[src/rtl/fetch_pc_sequencer_if.sv]
// Fetch-side bus: instruction-memory request/response, execute resolution
// inputs and the registered instruction handed to decode.
interface fetch_pc_sequencer_if;
    logic [1:0]  pc_sel;
    logic [31:0] branch_target;
    logic [31:0] jalr_target;
    logic        ex_valid;
    logic        stall;
    logic        imem_req;
    logic [31:0] imem_addr;
    logic        imem_ready;
    logic [31:0] imem_rdata;
    logic [31:0] inst_out;
    logic [31:0] inst_pc;
    logic        inst_valid;

    // Sequencer side.
    modport master (
        input  pc_sel, branch_target, jalr_target, ex_valid, stall,
        input  imem_ready, imem_rdata,
        output imem_req, imem_addr,
        output inst_out, inst_pc, inst_valid
    );

    // Memory / execute side.
    modport slave (
        output pc_sel, branch_target, jalr_target, ex_valid, stall,
        output imem_ready, imem_rdata,
        input  imem_req, imem_addr,
        input  inst_out, inst_pc, inst_valid
    );
endinterface

[src/rtl/fetch_pc_sequencer.sv]
// Multicycle femtoRV32 fetch sequencer: owns the PC, fetches one word,
// holds it for execute, then registers the next PC chosen by pc_sel.
module fetch_pc_sequencer #(
    parameter logic [31:0] RESET_PC = 32'h0000_0000,
    parameter logic [31:0] TRAP_VEC = 32'h0000_0100
) (
    input  logic                          clk,
    input  logic                          rst_n,
    fetch_pc_sequencer_if.master          bus,
    output logic [31:0]                   epc,
    output logic                          misalign_err,
    output logic [1:0]                    state_o
);

    // Handshakes: imem_req is held with a stable imem_addr until the cycle
    // imem_ready is high, and that edge completes the read. In S_ISSUE a
    // resolution completes on an edge with ex_valid=1 and stall=0; stall
    // simply blocks it, and the same resolution is re-sampled later.
    typedef enum logic [1:0] {
        S_RST   = 2'd0,
        S_FETCH = 2'd1,
        S_ISSUE = 2'd2
    } state_e;

    state_e      state_q, state_d;
    logic [31:0] pc_q, pc_d;
    logic [31:0] inst_q, inst_d;
    logic [31:0] inst_pc_q, inst_pc_d;
    logic        inst_valid_q, inst_valid_d;
    logic [31:0] epc_q, epc_d;
    logic        misalign_q, misalign_d;

    logic        resolve;
    logic [31:0] seq_pc;
    logic [31:0] jalr_aligned;
    logic [31:0] next_pc;
    logic        take_trap;
    logic        target_misaligned;

    always_ff @(posedge clk) begin
        if (!rst_n) begin
            state_q      <= S_RST;
            pc_q         <= RESET_PC;
            inst_q       <= 32'h0;
            inst_pc_q    <= 32'h0;
            inst_valid_q <= 1'b0;
            epc_q        <= 32'h0;
            misalign_q   <= 1'b0;
        end else begin
            state_q      <= state_d;
            pc_q         <= pc_d;
            inst_q       <= inst_d;
            inst_pc_q    <= inst_pc_d;
            inst_valid_q <= inst_valid_d;
            epc_q        <= epc_d;
            misalign_q   <= misalign_d;
        end
    end

    assign resolve      = (state_q == S_ISSUE) && bus.ex_valid && !bus.stall;
    assign seq_pc       = pc_q + 32'd4;
    assign jalr_aligned = {bus.jalr_target[31:1], 1'b0};

    always_comb begin
        next_pc           = seq_pc;
        take_trap         = 1'b0;
        target_misaligned = 1'b0;
        case (bus.pc_sel)
            2'b00: next_pc = seq_pc;
            2'b01: begin
                next_pc           = bus.branch_target;
                target_misaligned = (bus.branch_target[1:0] != 2'b00);
            end
            2'b10: begin
                next_pc           = jalr_aligned;
                target_misaligned = (jalr_aligned[1:0] != 2'b00);
            end
            default: take_trap = 1'b1;
        endcase
        // A misaligned jump behaves like a trap but also raises the sticky flag.
        if (target_misaligned) begin
            take_trap = 1'b1;
        end
        if (take_trap) begin
            next_pc = TRAP_VEC;
        end
    end

    always_comb begin
        state_d      = state_q;
        pc_d         = pc_q;
        inst_d       = inst_q;
        inst_pc_d    = inst_pc_q;
        inst_valid_d = inst_valid_q;
        epc_d        = epc_q;
        misalign_d   = misalign_q;
        case (state_q)
            S_RST: begin
                state_d = S_FETCH;
            end
            S_FETCH: begin
                if (bus.imem_ready) begin
                    inst_d       = bus.imem_rdata;
                    inst_pc_d    = pc_q;
                    inst_valid_d = 1'b1;
                    state_d      = S_ISSUE;
                end
            end
            S_ISSUE: begin
                if (resolve) begin
                    pc_d         = next_pc;
                    inst_valid_d = 1'b0;
                    state_d      = S_FETCH;
                    if (take_trap) begin
                        epc_d = inst_pc_q;
                    end
                    if (target_misaligned) begin
                        misalign_d = 1'b1;
                    end
                end
            end
            default: begin
                state_d = S_RST;
            end
        endcase
    end

    assign bus.imem_req   = (state_q == S_FETCH);
    assign bus.imem_addr  = pc_q;
    assign bus.inst_out   = inst_q;
    assign bus.inst_pc    = inst_pc_q;
    assign bus.inst_valid = inst_valid_q;
    assign epc            = epc_q;
    assign misalign_err   = misalign_q;
    assign state_o        = state_q;

endmodule

[src/flat_wrapper.sv]
// flat-port wrapper written by rule: the top's interface ports become plain ports
module fetch_pc_sequencer_flat 
#(
    parameter logic [31:0] RESET_PC = 32'h0000_0000,
    parameter logic [31:0] TRAP_VEC = 32'h0000_0100
)
  (clk, rst_n, epc, misalign_err, state_o, bus_pc_sel, bus_branch_target, bus_jalr_target, bus_ex_valid, bus_stall, bus_imem_ready, bus_imem_rdata, bus_imem_req, bus_imem_addr, bus_inst_out, bus_inst_pc, bus_inst_valid);
  fetch_pc_sequencer_if bus_i ();
  input  logic clk;
  input  logic rst_n;
  output logic [31:0] epc;
  output logic misalign_err;
  output logic [1:0] state_o;
  input wire logic [$bits(bus_i.pc_sel)-1:0] bus_pc_sel;
  input wire logic [$bits(bus_i.branch_target)-1:0] bus_branch_target;
  input wire logic [$bits(bus_i.jalr_target)-1:0] bus_jalr_target;
  input wire logic [$bits(bus_i.ex_valid)-1:0] bus_ex_valid;
  input wire logic [$bits(bus_i.stall)-1:0] bus_stall;
  input wire logic [$bits(bus_i.imem_ready)-1:0] bus_imem_ready;
  input wire logic [$bits(bus_i.imem_rdata)-1:0] bus_imem_rdata;
  output wire logic [$bits(bus_i.imem_req)-1:0] bus_imem_req;
  output wire logic [$bits(bus_i.imem_addr)-1:0] bus_imem_addr;
  output wire logic [$bits(bus_i.inst_out)-1:0] bus_inst_out;
  output wire logic [$bits(bus_i.inst_pc)-1:0] bus_inst_pc;
  output wire logic [$bits(bus_i.inst_valid)-1:0] bus_inst_valid;
  assign bus_i.pc_sel = bus_pc_sel;
  assign bus_i.branch_target = bus_branch_target;
  assign bus_i.jalr_target = bus_jalr_target;
  assign bus_i.ex_valid = bus_ex_valid;
  assign bus_i.stall = bus_stall;
  assign bus_i.imem_ready = bus_imem_ready;
  assign bus_i.imem_rdata = bus_imem_rdata;
  assign bus_imem_req = bus_i.imem_req;
  assign bus_imem_addr = bus_i.imem_addr;
  assign bus_inst_out = bus_i.inst_out;
  assign bus_inst_pc = bus_i.inst_pc;
  assign bus_inst_valid = bus_i.inst_valid;
  fetch_pc_sequencer #(.RESET_PC(RESET_PC), .TRAP_VEC(TRAP_VEC)) u_core (.clk(clk), .rst_n(rst_n), .bus(bus_i), .epc(epc), .misalign_err(misalign_err), .state_o(state_o));
endmodule
[config.mk]
export PLATFORM = sky130hd
export DESIGN_NAME = fetch_pc_sequencer_flat
export DESIGN_NICKNAME = d
export VERILOG_FILES = /design/src/rtl/fetch_pc_sequencer_if.sv /design/src/rtl/fetch_pc_sequencer.sv /design/src/flat_wrapper.sv
export SDC_FILE = /design/constraint.sdc
export NUM_CORES = 1
export LEC_CHECK = 0
export ABC_AREA = 1
export CAP_MARGIN = 5
export CORE_MARGIN = 2
export CORE_UTILIZATION = 25
export DETAILED_ROUTE_END_ITERATION = 7
export DONT_BUFFER_PORTS = 1
export PLACE_DENSITY = 0.49
export SYNTH_ARGS = -nofsm -noshare
export SYNTH_HDL_FRONTEND = slang
export SYNTH_SLANG_ARGS = --single-unit
export TNS_END_PERCENT = 5
[constraint.sdc]
create_clock -name clk -period 1.9 [get_ports clk]
set_clock_uncertainty 0.05 [all_clocks]
set_input_delay 0.475 -clock clk [delete_from_list [all_inputs] [get_ports clk]]
set_output_delay 0.475 -clock clk [all_outputs]
set_load 0.1 [all_outputs]
== After elaboration in Yosys (flattened, before gate mapping) ==
Cells that the tools add are included.

* Output and inout port bits: 133
* Logic and storage cells: 39
* Input bits: 103
* Register bits after elaboration: 132

* Multiplexer cells: 11
* Equal/unequal tests: 6
* Add/subtract/negate cells: 1
* Reductions and logical operators: 14

{| class="wikitable"
|+ Operator list
! kind !! number
|-
| $pmux 32 s2 || 1
|-
| $add 32x3->32 const B || 1
|-
| $mux 32 || 1
|-
| $reduce_and 3->1 || 3
|-
| $pmux 2 s3 || 1
|-
| $reduce_and 2->1 || 3
|-
| $eq 2x1->1 const B || 2
|-
| $eq 2x2->1 const B || 2
|-
| $logic_not 2->1 || 2
|-
| $mux 1 || 4
|-
| $mux 2 || 2
|-
| $pmux 1 s2 || 2
|-
| $reduce_bool 2->1 || 2
|-
| $reduce_or 3->1 || 1
|-
| $logic_and 1x1->1 || 2
|-
| $ne 2x1->1 const B || 1
|-
| $ne 2x2->1 const B || 1
|-
| $logic_not 1->1 || 1
|}

== Depth between registers and ports, before layout ==
Gate-level depths: netlist of run 1.

* Word-level depth: 5
* Depth in mapped cells: 11
* Gate-level depth less buffers: 11

== Worst setup path before layout of run 1 ==
No wires, ideal clock.

* Path type: register -> output
* Start point: reg u_core.state_q[0], in the netlist u_core.state_o[0]
* End point: out bus_imem_req
* Stages on the path, launching flop included: 4
* Setup slack: -1.053 ns
* Buffers on the path: 1
* Arrival time: 2.428 ns
* Required time: 1.375 ns
* Cells stage by stage: dfxtp_1 -> inv_1 -> nor2_4 -> buf_1

* Cells in the longest elaborated chain, start to end: 1

{| class="wikitable"
|+ Ends and longest elaborated chain
! item !! line !! RTL
|-
| start: declaration || fetch_pc_sequencer.sv:25 || <nowiki>state_e state_q, state_d;</nowiki>
|-
| start signal: assignment || fetch_pc_sequencer.sv:50 || <nowiki>state_q <= state_d;</nowiki>
|-
| $eq 2x1->1 || fetch_pc_sequencer.sv:128 || <nowiki>assign bus.imem_req = (state_q == S_FETCH);</nowiki>
|-
| end: declaration || flat_wrapper.sv:21 || <nowiki>output wire logic [$bits(bus_i.imem_req)-1:0] bus_imem_req;</nowiki>
|}

No other way between the ends.

== Worst setup path in the final report of run 1 ==
* Start point: reg u_core.pc_q[27], in the netlist u_core.bus.imem_addr[27]
* End point: out bus_imem_addr[27]

{| class="wikitable"
|+ RTL lines
! item !! line !! RTL
|-
| start: declaration || fetch_pc_sequencer.sv:26 || <nowiki>logic [31:0] pc_q, pc_d;</nowiki>
|-
| start signal: assignment || fetch_pc_sequencer.sv:51 || <nowiki>pc_q <= pc_d;</nowiki>
|-
| end: declaration || flat_wrapper.sv:22 || <nowiki>output wire logic [$bits(bus_i.imem_addr)-1:0] bus_imem_addr;</nowiki>
|}

No word-level cell between the ends.

==> summary.md, run 1 <==
| Metric | Value |
|---|---|
| Clock period minus worst slack | 1.81 ns |
| Slew HR | 71.3% |
| Largest net degree at the start of global routing | 71 |
| Latest clock arrival within the worst-skew pair | 0.42 ns |
| Top FF cell, synth | dfxtp_1 |
| Peak supply drop | 0.496 mV |
| Period Utilization, post-route | 95.5% |
| Final net count | 1118 |
| Switch share | 33.6% |
| CP Launch Type | flop |
| Final core occ | 34.3% |
| Outcome | completed |
| Number of global-route vias before repair | 5792 |
| Post-Synthesis Cells | 875 |
| Ys async rst share | 0% |
| ANT nets after route | 0 |
| Total global-route track usage | 16.7% |
| Switch Pwr | 2.58 mW |
| Vias per cell | 4.50 |
| Crit path cell chain | buf_4 -> buf_4 |
| Top-count cell post-synth | nand2_1 |
| Post-synth EDFFs | 0 |
| Final Max Slew Viols | 0 |
| PwrDens | 927 mW/mm^2 |
| Wire per inst | 15.9 um |
| Crit path max-delay family | buffers and inverters |
| Crit-path max cell delay | 0.41 ns |
| Core ar. | 0.0242 mm^2 |
| Yosys warning count | 0 |
| Total grt overflow | 0 |
| Setup Viol. Count Final | 0 |
| Global-route wire length before repair | 33.3 mm |
| Internal cell power | 5.10 mW |
| Syn Std Cell Area | 0.00613 mm^2 |
| FMAX | 551 MHz |
| Setup ws final | 0.0852 ns |
| Slowest-stage cell, CP | dfxtp_1 |
| TritonRoute pass-1 iters | 5 |
| Layout Cells excl Fill | 1348 |
| Longest Clk Path Bufs | 2 |
| Initial antenna violation count | 0 |
| Top post-synthesis cells by area | dfxtp_1 43%, nand2_1 15%, a21oi_1 7.0% |
| CTS tree | built |
| Die W | 161 um |
| CTS Buf Count | 17 |
| Placed Instances | 1316 |
| Area leader, netlist | dfxtp_1 |
| Synth-to-layout area growth | 35.3% |
| DRC viols | 0 |
| Yosys top cell area share | 43.1% |
| Post-synth cell types | 32 |
| Die Footprint | 0.0258 mm^2 |
| Worst Path Max Fanout | 4 |
| Bufs and invs on worst path | 2 |
| Syn avg cell area | 7.00 um^2 |
| Detailed placement HPWL | 16.3 mm |
| Fill cells | 2559 |
| Clk root buf | clkbuf_16 |
| Via Count | 6060 |
| Most frequent cells after synthesis | 240 x nand2_1, 132 x dfxtp_1, 86 x a21oi_1, 84 x nand3_1, 71 x inv_1 |
| Post-CTS Setup Inserts | 0 |
| Layout cell share with drive strength beyond 1 | 24.4% |
| P_leak | 3.41 nW |
| Hold buffer count at cts | 0 |
| Worst Tran Pin Value | 0.430 ns |
| Clock sinks | 132 |
| DRT iter0 DRCs | 488 |
| Diode count | 0 |
| Max_cap viols | 0 |
| Logic pwr share | 20.4% |
| Worst Setup End Kind | primary output |
| FP Rows | 57 |
| Worst endpoint data arrival time | 1.29 ns |
| Post-synth net total | 982 |
| Max H-tree Level | 4 |
| DP Worst Slack | 0.0258 ns |
| Critical Path RT | 1.37 ns |
| Clock share of power | 41.7% |
| CTS resizes | 0 |
| Input/output buffers | 0 |
| Reg power frac | 37.9% |
| Path type of the worst setup path | reg2out |
| RSZ-0062 raised after global routing | no |
| Initial Util | 25.3% |
| Most used cell, CP | buf_4 |
| Clock transition at path regs | 0.06 ns |
| Final WL | 21.5 mm |
| Placer congestion estimate | 0.843 |
| Hold WC Path Type | in2reg |
| Ports | 236 |
| Die height | 161 um |
| Final hold violation count | 0 |
| Count of state elements after synthesis | 132 |
| Post-synthesis sequential area ratio | 43.1% |
-- per-stage QoR --
step | TNS, ns | cell area, um^2 | hold slack (ns) | total power, mW
after floorplan | -1.18 | 6150 | 0.589 | 4.18
after global placement | 0 | 7720 | 0.400 | 4.55
after detailed placement | 0 | 7720 | 0.404 | 4.55
after CTS | 0 | 8290 | 0.132 | 7.78
after global routing | 0 | 8290 | 0.150 | 7.99
final | 0 | 8290 | 0.165 | 7.68
-- final timing paths --
| path | startpoint | end | slack, ns | cells past startpoint |
|---|---|---|---|---|
| worst min-delay path | rst_n | u_core.bus.inst_pc[0]$_SDFFE_PN0P_ | 0.16 | 2 |
| worst max register to register | u_core.bus.imem_addr[2]$_SDFFE_PN0P_ | u_core.bus.imem_addr[18]$_SDFFE_PN0P_ | 0.23 | 10 |
| worst max-delay path | u_core.bus.imem_addr[27]$_SDFFE_PN0P_ | bus_imem_addr[27] | 0.09 | 2 |
| worst min register to register | u_core.bus.inst_out[27]$_SDFFE_PN0P_ | u_core.bus.inst_out[27]$_SDFFE_PN0P_ | 0.41 | 2 |
-- layout by cell type, fill, tap and decap left out, drive strengths merged --
cell type | Yosys | routed
nand3 | 85 | 85
dfxtp | 132 | 132
ha | 4 | 4
clkbuf | 34 | 22
and2 | 2 | 2
a31oi | 1 | 1
buf | 17 | 168
inv | 76 | 77
a21oi | 106 | 106
a22o | 2 | 2
o211ai | 1 | 1
a221oi | 13 | 13
o21ai | 85 | 85
nand3b | 4 | 4
xor2 | 2 | 2
nand2 | 243 | 243
nor2 | 64 | 64
bufinv | 0 | 1
o22ai | 2 | 2
clkinv | 1 | 6
or2 | 1 | 1
clkinvlp | 0 | 3
-- cell type report --
type                            instances  area (um^2)  area share [%]
Inverter                               77          292            3.52
Clock inverter                         10          101            1.22
Sequential cell                       132         2660            32.2
Multi-Input combinational cell        615         2960            35.7
Timing Repair Buffer                  168         1400            16.9
Tap cell                              324          405            4.89
Clock buffer                           22          464            5.60
-- kinds of logic (layout without fill, tap and decap cells) --
| logic type | Yosys count | count (layout) | synth area share, % |
|---|---|---|---|
| buffers and inverters | 128 | 277 | 8.66 |
| flip-flops | 132 | 132 | 43.1 |
| AND/OR/NAND/NOR | 399 | 399 | 27.7 |
| adder cells (fa/ha/maj) | 4 | 4 | 0.817 |
| XOR/XNOR | 2 | 2 | 0.286 |
| AO/OA/AOI/OAI | 210 | 210 | 19.4 |
-- power groups by stage --
| stage | Clock (mW) | Sequential (mW) | Combinational, mW |
|---|---|---|---|
| floorplan | 0 | 3.74 | 0.441 |
| global placement | 0 | 2.97 | 1.58 |
| detailed placement | 0 | 2.97 | 1.58 |
| CTS | 3.29 | 2.91 | 1.58 |
| global route | 3.41 | 2.92 | 1.66 |
| finish | 3.20 | 2.91 | 1.57 |
-- registers in the layout (all words and copies together), names as in the netlist --
register / flops
u_core.epc: 32
u_core.bus.inst_pc: 32
u_core.bus.inst_out: 32
u_core.bus.inst_valid: 1
u_core.state_o: 2
u_core.bus.imem_addr: 32
u_core.misalign_err: 1
-- worst reg2reg max path, delay by kind of cell (launching register included) --
kind	cells	cell delay [ns]
DFF	1	0.40
adders and majority gates	1	0.19
buffers and inverters	1	0.10
and+or+nand+nor	8	0.84
-- layer usage --
layer  wire (um)  track usage, %  vias to the layer above
met5           0               0                        -
met4         399            5.36                        0
met3        1320            4.21                       26
met2        9390            25.7                      181
met1       10400            22.9                     2706
li1            -               -                     3147
Note: power is estimated with default switching activity, not from simulation.
==> inputs of run 2 (changes only) <==
--- a/config.mk
+++ b/config.mk
@@ -5,7 +5,6 @@
 export SDC_FILE = /design/constraint.sdc
 export NUM_CORES = 1
 export LEC_CHECK = 0
-export ABC_AREA = 1
 export CAP_MARGIN = 5
 export CORE_MARGIN = 2
 export CORE_UTILIZATION = 25
==> run 2 against run 1 <==
Net effect: sequential cell count unchanged; non-clock buffer count is 31 higher; highest routed layer unchanged; sequential power decreased by 4%; routed wire length is 0.35% lower; via count is 2.1% lower; count of clock-buffer cells in the layout is 1 higher; worst hold slack worse by 0.021 ns; clock power is 14% higher.
==> summary.md, run 2 <==
| Metric | Value |
|---|---|
| Top FF cell, synth | dfxtp_1 |
| Worst reg2reg path endpoint | u_core.bus.imem_addr[28]$_SDFFE_PN0P_ |
| Die height | 156 um (-2.8%) |
| FMAX | 535 MHz (-3.0%) |
| Outcome | completed |
| Initial Util | 25.5% (+0.21 points) |
| Total global-route track usage | 16.9% (+0.18 points) |
| Post-synth net total | 861 (-12%) |
| TritonRoute pass-1 iters | 4 (-1) |
| Post-place instance area | 0.00773 mm^2 (about the same) |
| Post-Synthesis Cells | 754 (-14%) |
| Internal cell power | 5.38 mW (+5.5%) |
| Number of global-route vias before repair | 5457 (-5.8%) |
| Area leader, netlist | dfxtp_1 |
| Via Count | 5934 (-2.1%) |
| Final hold violation count | 0 (unchanged) |
| Layout cell share with drive strength beyond 1 | 31.2% (+6.8 points) |
| Clock share of power | 49.5% (+7.8 points) |
| Worst Setup End Kind | primary output |
| Longest Clk Path Bufs | 2 (unchanged) |
| Ys async rst share | 0% (unchanged) |
| Most frequent cells after synthesis | 219 x nand2_1, 132 x dfxtp_1, 115 x a21oi_1, 44 x clkbuf_1, 34 x o21ai_0 |
| Slew HR | 54.1% (-17 points) |
| FP Rows | 55 (-3.5%) |
| Switch share | 26.7% (-6.8 points) |
| Hold WS | 0.144 ns (-0.0211 ns) |
| Clock transition at path regs | 0.06 ns (about the same) |
| Layout Cells excl Fill | 1217 (-9.7%) |
| Setup Viol. Count Final | 0 (unchanged) |
| WHS Endpoint | u_core.bus.inst_out[26]$_SDFFE_PN0P_ |
| Setup TNS | 0 ns (unchanged) |
| Reg power frac | 38.0% (about the same) |
| Setup ws final | 0.0299 ns (-0.0553 ns) |
| Post-synth EDFFs | 0 (unchanged) |
| Vias per cell | 4.88 (+8.5%) |
| Clock sinks | 132 (unchanged) |
| DRC viols | 0 (unchanged) |
| Final net count | 1026 (-8.2%) |
| Core ar. | 0.0226 mm^2 (-6.4%) |
| Count of state elements after synthesis | 132 (unchanged) |
| Initial antenna violation count | 0 (unchanged) |
| Syn avg cell area | 7.67 um^2 (+9.6%) |
| Clock period minus worst slack | 1.87 ns (+0.0553 ns) |
| RSZ-0062 raised after global routing | yes |
| Hold WC Path Type | in2reg |
| Post-synth cell types | 51 (+59%) |
| Period Utilization, post-route | 98.4% (+2.9 points) |
| Peak supply drop | 0.373 mV (-25%) |
| Hold Path Depth | 2 (unchanged) |
| Max_cap viols | 0 (unchanged) |
| CP Launch Type | flop |
| Die Footprint | 0.0244 mm^2 (-5.5%) |
| Logic pwr share | 12.5% (-7.9 points) |
| Diode count | 0 (unchanged) |
| Placer congestion estimate | 0.835 (-1.0%) |
| Critical Path RT | 1.37 ns (about the same) |
| Placed Instances | 1184 (-10%) |
| ANT nets after route | 0 (unchanged) |
| Fill cells | 2393 (-6.5%) |
| Synth-to-layout area growth | 45.9% |
| Latest clock arrival within the worst-skew pair | 0.42 ns (about the same) |
| CTS Buf Count | 17 (unchanged) |
| Design Area, Final | 0.00844 mm^2 (+1.8%) |
| Worst Setup SP | u_core.state_o[0]$_SDFFE_PN0P_ |
| Top-count cell post-synth | nand2_1 |
| Post-synthesis sequential area ratio | 45.7% (+2.6 points) |
| Yosys top cell area share | 45.7% (+2.6 points) |
| PwrDens | 871 mW/mm^2 (-6.1%) |
| Detailed placement HPWL | 15.9 mm (-2.7%) |
| DP Worst Slack | -0.224 ns (-0.250 ns) |
| DRT iter0 DRCs | 418 (-14%) |
| Max H-tree Level | 4 (unchanged) |
| Wire per inst | 17.6 um (+10%) |
| Input/output buffers | 0 (unchanged) |
| Syn Std Cell Area | 0.00578 mm^2 (-5.6%) |
| Register area | 0.00275 mm^2 (+3.2%) |
| Largest net degree at the start of global routing | 101 (+42%) |
| Worst endpoint data arrival time | 1.35 ns (+0.06 ns) |
| Top post-synthesis cells by area | dfxtp_1 46%, nand2_1 14%, a21oi_1 10% |
| Final Max Slew Viols | 0 (unchanged) |
| Die W | 156 um (-2.8%) |
| Most frequent cells in the layout | 216 x nand2_1, 188 x buf_4, 115 x a21oi_1, 103 x dfxtp_1, 34 x o21ai_0 |
| Worst Path Max Fanout | 5 (+1) |
| Final WL | 21.4 mm (-0.35%) |
| Most common cell after layout, fill and taps aside | nand2_1 |
| Hold Startpoint | bus_imem_rdata[26] |
| Reg-to-reg setup timing slack | 0.03 ns (-0.20 ns) |
| Switch Pwr | 1.96 mW (-24%) |
| Clk root buf | clkbuf_16 |
| Worst Reg-to-Reg Cells | 5 (-5) |
| Yosys warning count | 0 (unchanged) |
| Total grt overflow | 0 (unchanged) |
| Worst r2r src | u_core.bus.imem_addr[26]$_SDFFE_PN0P_ |
| CTS tree | built |
| Path type of the worst setup path | reg2out |
| Worst Tran Pin Value | 0.686 ns (+0.256 ns) |
| Multi-input gate area | 0.00302 mm^2 (+1.9%) |
| P_leak | 3.27 nW (-4.0%) |
| Ports | 236 (unchanged) |
| Global-route wire length before repair | 31.6 mm (-5.0%) |
[run 2: cell families after synthesis]
kind of cell	share of synthesized area (%)
AND/OR/NAND/NOR	25.7
AO/OA/AOI/OAI	22.8
flip-flops	45.7
buffers and inverters	4.09
multiplexers	0.865
adder cells (fa/ha/maj)	0.865
[run 2: metal layers]
metal | global-route usage (%) | up-vias | wire [um]
met5 | 0 | - | 0
met4 | 6.51 | 0 | 558
met3 | 3.81 | 34 | 1290
met2 | 25.1 | 222 | 9220
met1 | 23.8 | 2695 | 10300
li1 | - | 2983 | -
[run 2: layout make-up]
type | count | area share [%]
clock buffer | 23 | 6.18
inverter | 9 | 0.430
multi-input combinational | 560 | 35.7
clock inverter | 9 | 1.60
tap | 285 | 4.23
timing repair buffer | 199 | 19.2
sequential | 132 | 32.6
[run 2: worst max path at each step]
| stage | to | slack, ns |
|---|---|---|
| floorplan | u_core.bus.inst_pc[29]$_SDFFE_PN0P_ | -0.12 |
| global placement | u_core.bus.imem_addr[29]$_SDFFE_PN0P_ | -0.20 |
| detailed placement | u_core.bus.imem_addr[29]$_SDFFE_PN0P_ | -0.22 |
| CTS | bus_imem_req | 0.01 |
| global route | u_core.bus.imem_addr[30]$_SDFFE_PN0P_ | -0.06 |
| finish | bus_imem_req | 0.03 |
[run 2: critical path, cell delays in order (launching register included)]
cell     delay (ns)
dfxtp_4        0.37
buf_12         0.18
nor2b_4        0.20
buf_12         0.18
[run 2: through the flow]
| step | power, mW | util (%) |
|---|---|---|
| 5_1_grt | 7.59 | 37.3 |
| 2_1_floorplan | 3.50 | - |
| 3_5_place_dp | 3.75 | 34.1 |
| 4_1_cts | 7.43 | 37.2 |
| 6_report | 7.35 | 37.3 |
| 3_3_place_gp | 3.75 | 34.1 |
[run 2: timing repair]
| action | CTS | global route |
|---|---|---|
| resized for setup | 7 | 3 |
| setup buffers | 1 | 0 |
| cloned | 0 | 0 |
| pin swaps | 0 | 1 |
| hold buffers | 0 | 0 |
| setup endpoints to repair | 1 | 13 |
[run 2: power groups by stage]
stage          logic [mW]  registers [mW]  clock network [mW]
2_1_floorplan       0.349            3.15                   0
3_3_place_gp        0.902            2.85                   0
3_5_place_dp        0.906            2.85                   0
4_1_cts             0.922            2.79                3.72
5_1_grt             0.975            2.79                3.82
6_report            0.921            2.79                3.64
==> inputs of run 3 (changes only) <==
--- a/config.mk
+++ b/config.mk
@@ -5,12 +5,14 @@
 export SDC_FILE = /design/constraint.sdc
 export NUM_CORES = 1
 export LEC_CHECK = 0
+export ABC_AREA = 1
 export CAP_MARGIN = 5
 export CORE_MARGIN = 2
-export CORE_UTILIZATION = 25
+export CORE_UTILIZATION = 60
 export DETAILED_ROUTE_END_ITERATION = 7
 export DONT_BUFFER_PORTS = 1
-export PLACE_DENSITY = 0.49
+export PLACE_DENSITY = 0.87
+export SLEW_MARGIN = 20
 export SYNTH_ARGS = -nofsm -noshare
 export SYNTH_HDL_FRONTEND = slang
 export SYNTH_SLANG_ARGS = --single-unit
==> run 3 against run 2 <==
Net effect: die area fell by 55%; routed wire length decreased by 7.2%; setup slack improved by 0.028 ns; non-clock buffer count decreased by 39; sequential cell count unchanged; clock power decreased by 16%; maximum frequency is 1.5% higher; register-to-register slack improved by 0.06 ns; via count rose by 11%.
==> summary.md, run 3 (synthesis gave the netlist of run 1 again) <==
| Metric | Value |
|---|---|
| Outcome | completed |
| Internal cell power | 4.93 mW (-8.5%) |
| Ports | 236 (unchanged) |
| P_leak | 3.35 nW (+2.5%) |
| Final hold violation count | 0 (unchanged) |
| Worst Tran Pin Value | 0.473 ns (-0.213 ns) |
| Crit path max-delay family | flip-flops |
| Total grt overflow | 0 (unchanged) |
| Placed Instances | 1113 (-6.0%) |
| CTS tree | built |
| Switch Pwr | 2.62 mW (+33%) |
| RSZ-0062 raised after global routing | no |
| Final WL | 19.9 mm (-7.2%) |
| Die height | 105 um (-33%) |
| Input/output buffers | 0 (unchanged) |
| Core ar. | 0.00986 mm^2 (-56%) |
| ANT nets after route | 0 (unchanged) |
| Worst Reg-to-Reg Cells | 10 (+5) |
| Bufs and invs on worst path | 1 (-1) |
| Layout cell share with drive strength beyond 1 | 24.2% (-7.0 points) |
| Max H-tree Level | 4 (unchanged) |
| Via Count | 6573 (+11%) |
| Latest clock arrival within the worst-skew pair | 0.52 ns (+0.10 ns) |
| Wire per inst | 17.3 um (-1.7%) |
| Logic pwr share | 21.0% (+8.5 points) |
| Slew HR | 68.4% (+14 points) |
| Hold WC Path Type | in2reg |
| Worst r2r src | u_core.bus.imem_addr[3]$_SDFFE_PN0P_ |
| Worst Path Max Fanout | 6 (+1) |
| Hold Startpoint | rst_n |
| Die Footprint | 0.0110 mm^2 (-55%) |
| Most common cell after layout, fill and taps aside | nand2_1 |
| TritonRoute pass-1 iters | 5 (+1) |
| Hold WS | 0.0511 ns (-0.0927 ns) |
| Peak supply drop | 0.680 mV (+82%) |
| Setup Viol. Count Final | 0 (unchanged) |
| Clock share of power | 40.3% (-9.2 points) |
| Final Max Slew Viols | 0 (unchanged) |
| FP Rows | 36 (-35%) |
| Total global-route track usage | 35.5% (+19 points) |
| Most frequent cells in the layout | 239 x nand2_1, 154 x buf_4, 115 x dfxtp_1, 86 x a21oi_1, 84 x nand3_1 |
| Largest net degree at the start of global routing | 71 (-30%) |
| Detailed placement HPWL | 13.5 mm (-15%) |
| Final net count | 1110 (+8.2%) |
| Hold Path Depth | 2 (unchanged) |
| Synth-to-layout area growth | 29.7% |
| Diode count | 0 (unchanged) |
| Initial Util | 62.1% (+37 points) |
| FMAX | 543 MHz (+1.5%) |
| Worst reg2reg path endpoint | u_core.bus.imem_addr[18]$_SDFFE_PN0P_ |
| Critical Path RT | 1.37 ns (about the same) |
| CTS Buf Count | 17 (unchanged) |
| Crit path cell chain | buf_4 |
| Path type of the worst setup path | reg2out |
| Global-route wire length before repair | 31.1 mm (-1.5%) |
| WHS Endpoint | u_core.bus.inst_pc[0]$_SDFFE_PN0P_ |
| CP Launch Type | flop |
| Clock transition at path regs | 0.06 ns (about the same) |
| DRC viols | 0 (unchanged) |
| Number of global-route vias before repair | 6153 (+13%) |
| Clock period minus worst slack | 1.84 ns (-0.0279 ns) |
| DRT iter0 DRCs | 715 (+71%) |
| Clock sinks | 132 (unchanged) |
| Longest Clk Path Bufs | 2 (unchanged) |
| Worst Setup End Kind | primary output |
| Vias per cell | 5.72 (+17%) |
| Period Utilization, post-route | 97.0% (-1.5 points) |
| Reg power frac | 38.7% (+0.7 points) |
| Placer congestion estimate | 0.986 (+18%) |
| Die W | 105 um (-33%) |
| Initial antenna violation count | 0 (unchanged) |
| Fill cells | 649 (-73%) |
| Crit-path max cell delay | 0.44 ns (+0.07 ns) |
| Slowest-stage cell, CP | dfxtp_1 |
| Worst endpoint data arrival time | 1.32 ns (-0.03 ns) |
| Reg-to-reg setup timing slack | 0.09 ns (+0.06 ns) |
| PwrDens | 950 mW/mm^2 (+9.1%) |
| Max_cap viols | 0 (unchanged) |
| Switch share | 34.7% (+8.0 points) |
| Clk root buf | clkbuf_8 |
| Layout Cells excl Fill | 1149 (-5.6%) |
## run 3: changes by cell type in the layout (fill, tap and decap cells not counted), sizes merged, moves of 9 or more
cell | previous run | this run
nor2 | 33 | 64
o21ai | 36 | 85
nand3 | 21 | 85
and3 | 10 | 0
a22oi | 9 | 0
inv | 9 | 82
nor4 | 9 | 0
nand2 | 219 | 243
buf | 199 | 157
nor3 | 16 | 0
a21oi | 115 | 106
## run 3: worst max path at each step
| stage | cells after the start | start | endpoint |
|---|---|---|---|
| finish | 1 | u_core.bus.imem_addr[29]$_SDFFE_PN0P_ | bus_imem_addr[29] |
| global route | 3 | u_core.state_o[0]$_SDFFE_PN0P_ | bus_imem_req |
| CTS | 3 | u_core.state_o[0]$_SDFFE_PN0P_ | bus_imem_req |
| detailed placement | 9 | bus_pc_sel[0] | u_core.epc[19]$_SDFFE_PN0P_ |
| global placement | 9 | bus_pc_sel[0] | u_core.epc[15]$_SDFFE_PN0P_ |
| floorplan | 9 | u_core.bus.imem_addr[16]$_SDFFE_PN0P_ | u_core.bus.imem_addr[22]$_SDFFE_PN0P_ |
## run 3: power by group through the flow
stage	registers [mW]	logic [mW]	clock network, mW
2_1_floorplan	3.74	0.441	0
3_3_place_gp	2.97	1.47	0
3_5_place_dp	2.98	1.49	0
4_1_cts	2.92	1.57	3.03
5_1_grt	2.93	1.65	3.17
6_report	2.92	1.59	3.04
## run 3: area by class of cell
cell class | instances | area, um^2 | area share [%]
Timing Repair Buffer | 160 | 1310 | 16.5
Inverter | 77 | 292 | 3.67
Clock buffer | 19 | 432 | 5.43
Clock inverter | 13 | 116 | 1.46
Sequential cell | 132 | 2660 | 33.5
Tap cell | 133 | 166 | 2.09
Multi-Input combinational cell | 615 | 2960 | 37.3
## run 3: per-layer routing
layer  up-vias  GRT usage, %  routed length, um
li1       3132             -                  -
met1      2993          43.9               7680
met2       390          59.2               9660
met3        58          8.98               1950
met4         0          13.9                563
met5         -             0                  0
## run 3: worst reg2reg max path, stage by stage, from the launching register on
cell and delay [ns]:
dfxtp_2 0.40, ha_1 0.19, nand3_1 0.22, inv_2 0.17, nand2_1 0.16, nor2_2 0.21, nand2_1 0.09, nand2_1 0.06
nand3_1 0.07, nand2_1 0.06, nand2_1 0.04
## run 3: stage by stage
step           utilization [%]  cell area, um^2   TNS, ns  worst slack (ns)  power, mW
3_3_place_gp              73.9             7290         0            0.0534       4.44
6_report                  80.6             7950         0            0.0578       7.55
2_1_floorplan                -             6150     -1.18            -0.138       4.18
3_5_place_dp              73.9             7290  -0.00940          -0.00940       4.47
4_1_cts                   80.5             7940         0            0.0539       7.52
5_1_grt                   80.6             7950         0           0.00274       7.75
## run 3: what timing repair did
action,4_1_cts,5_1_grt
gates resized for setup,0,3
setup endpoints to repair,1,4
buffers inserted,1,0
hold endpoints to repair,0,0
pin swaps,1,0
hold buffers,0,0
gates cloned,3,0
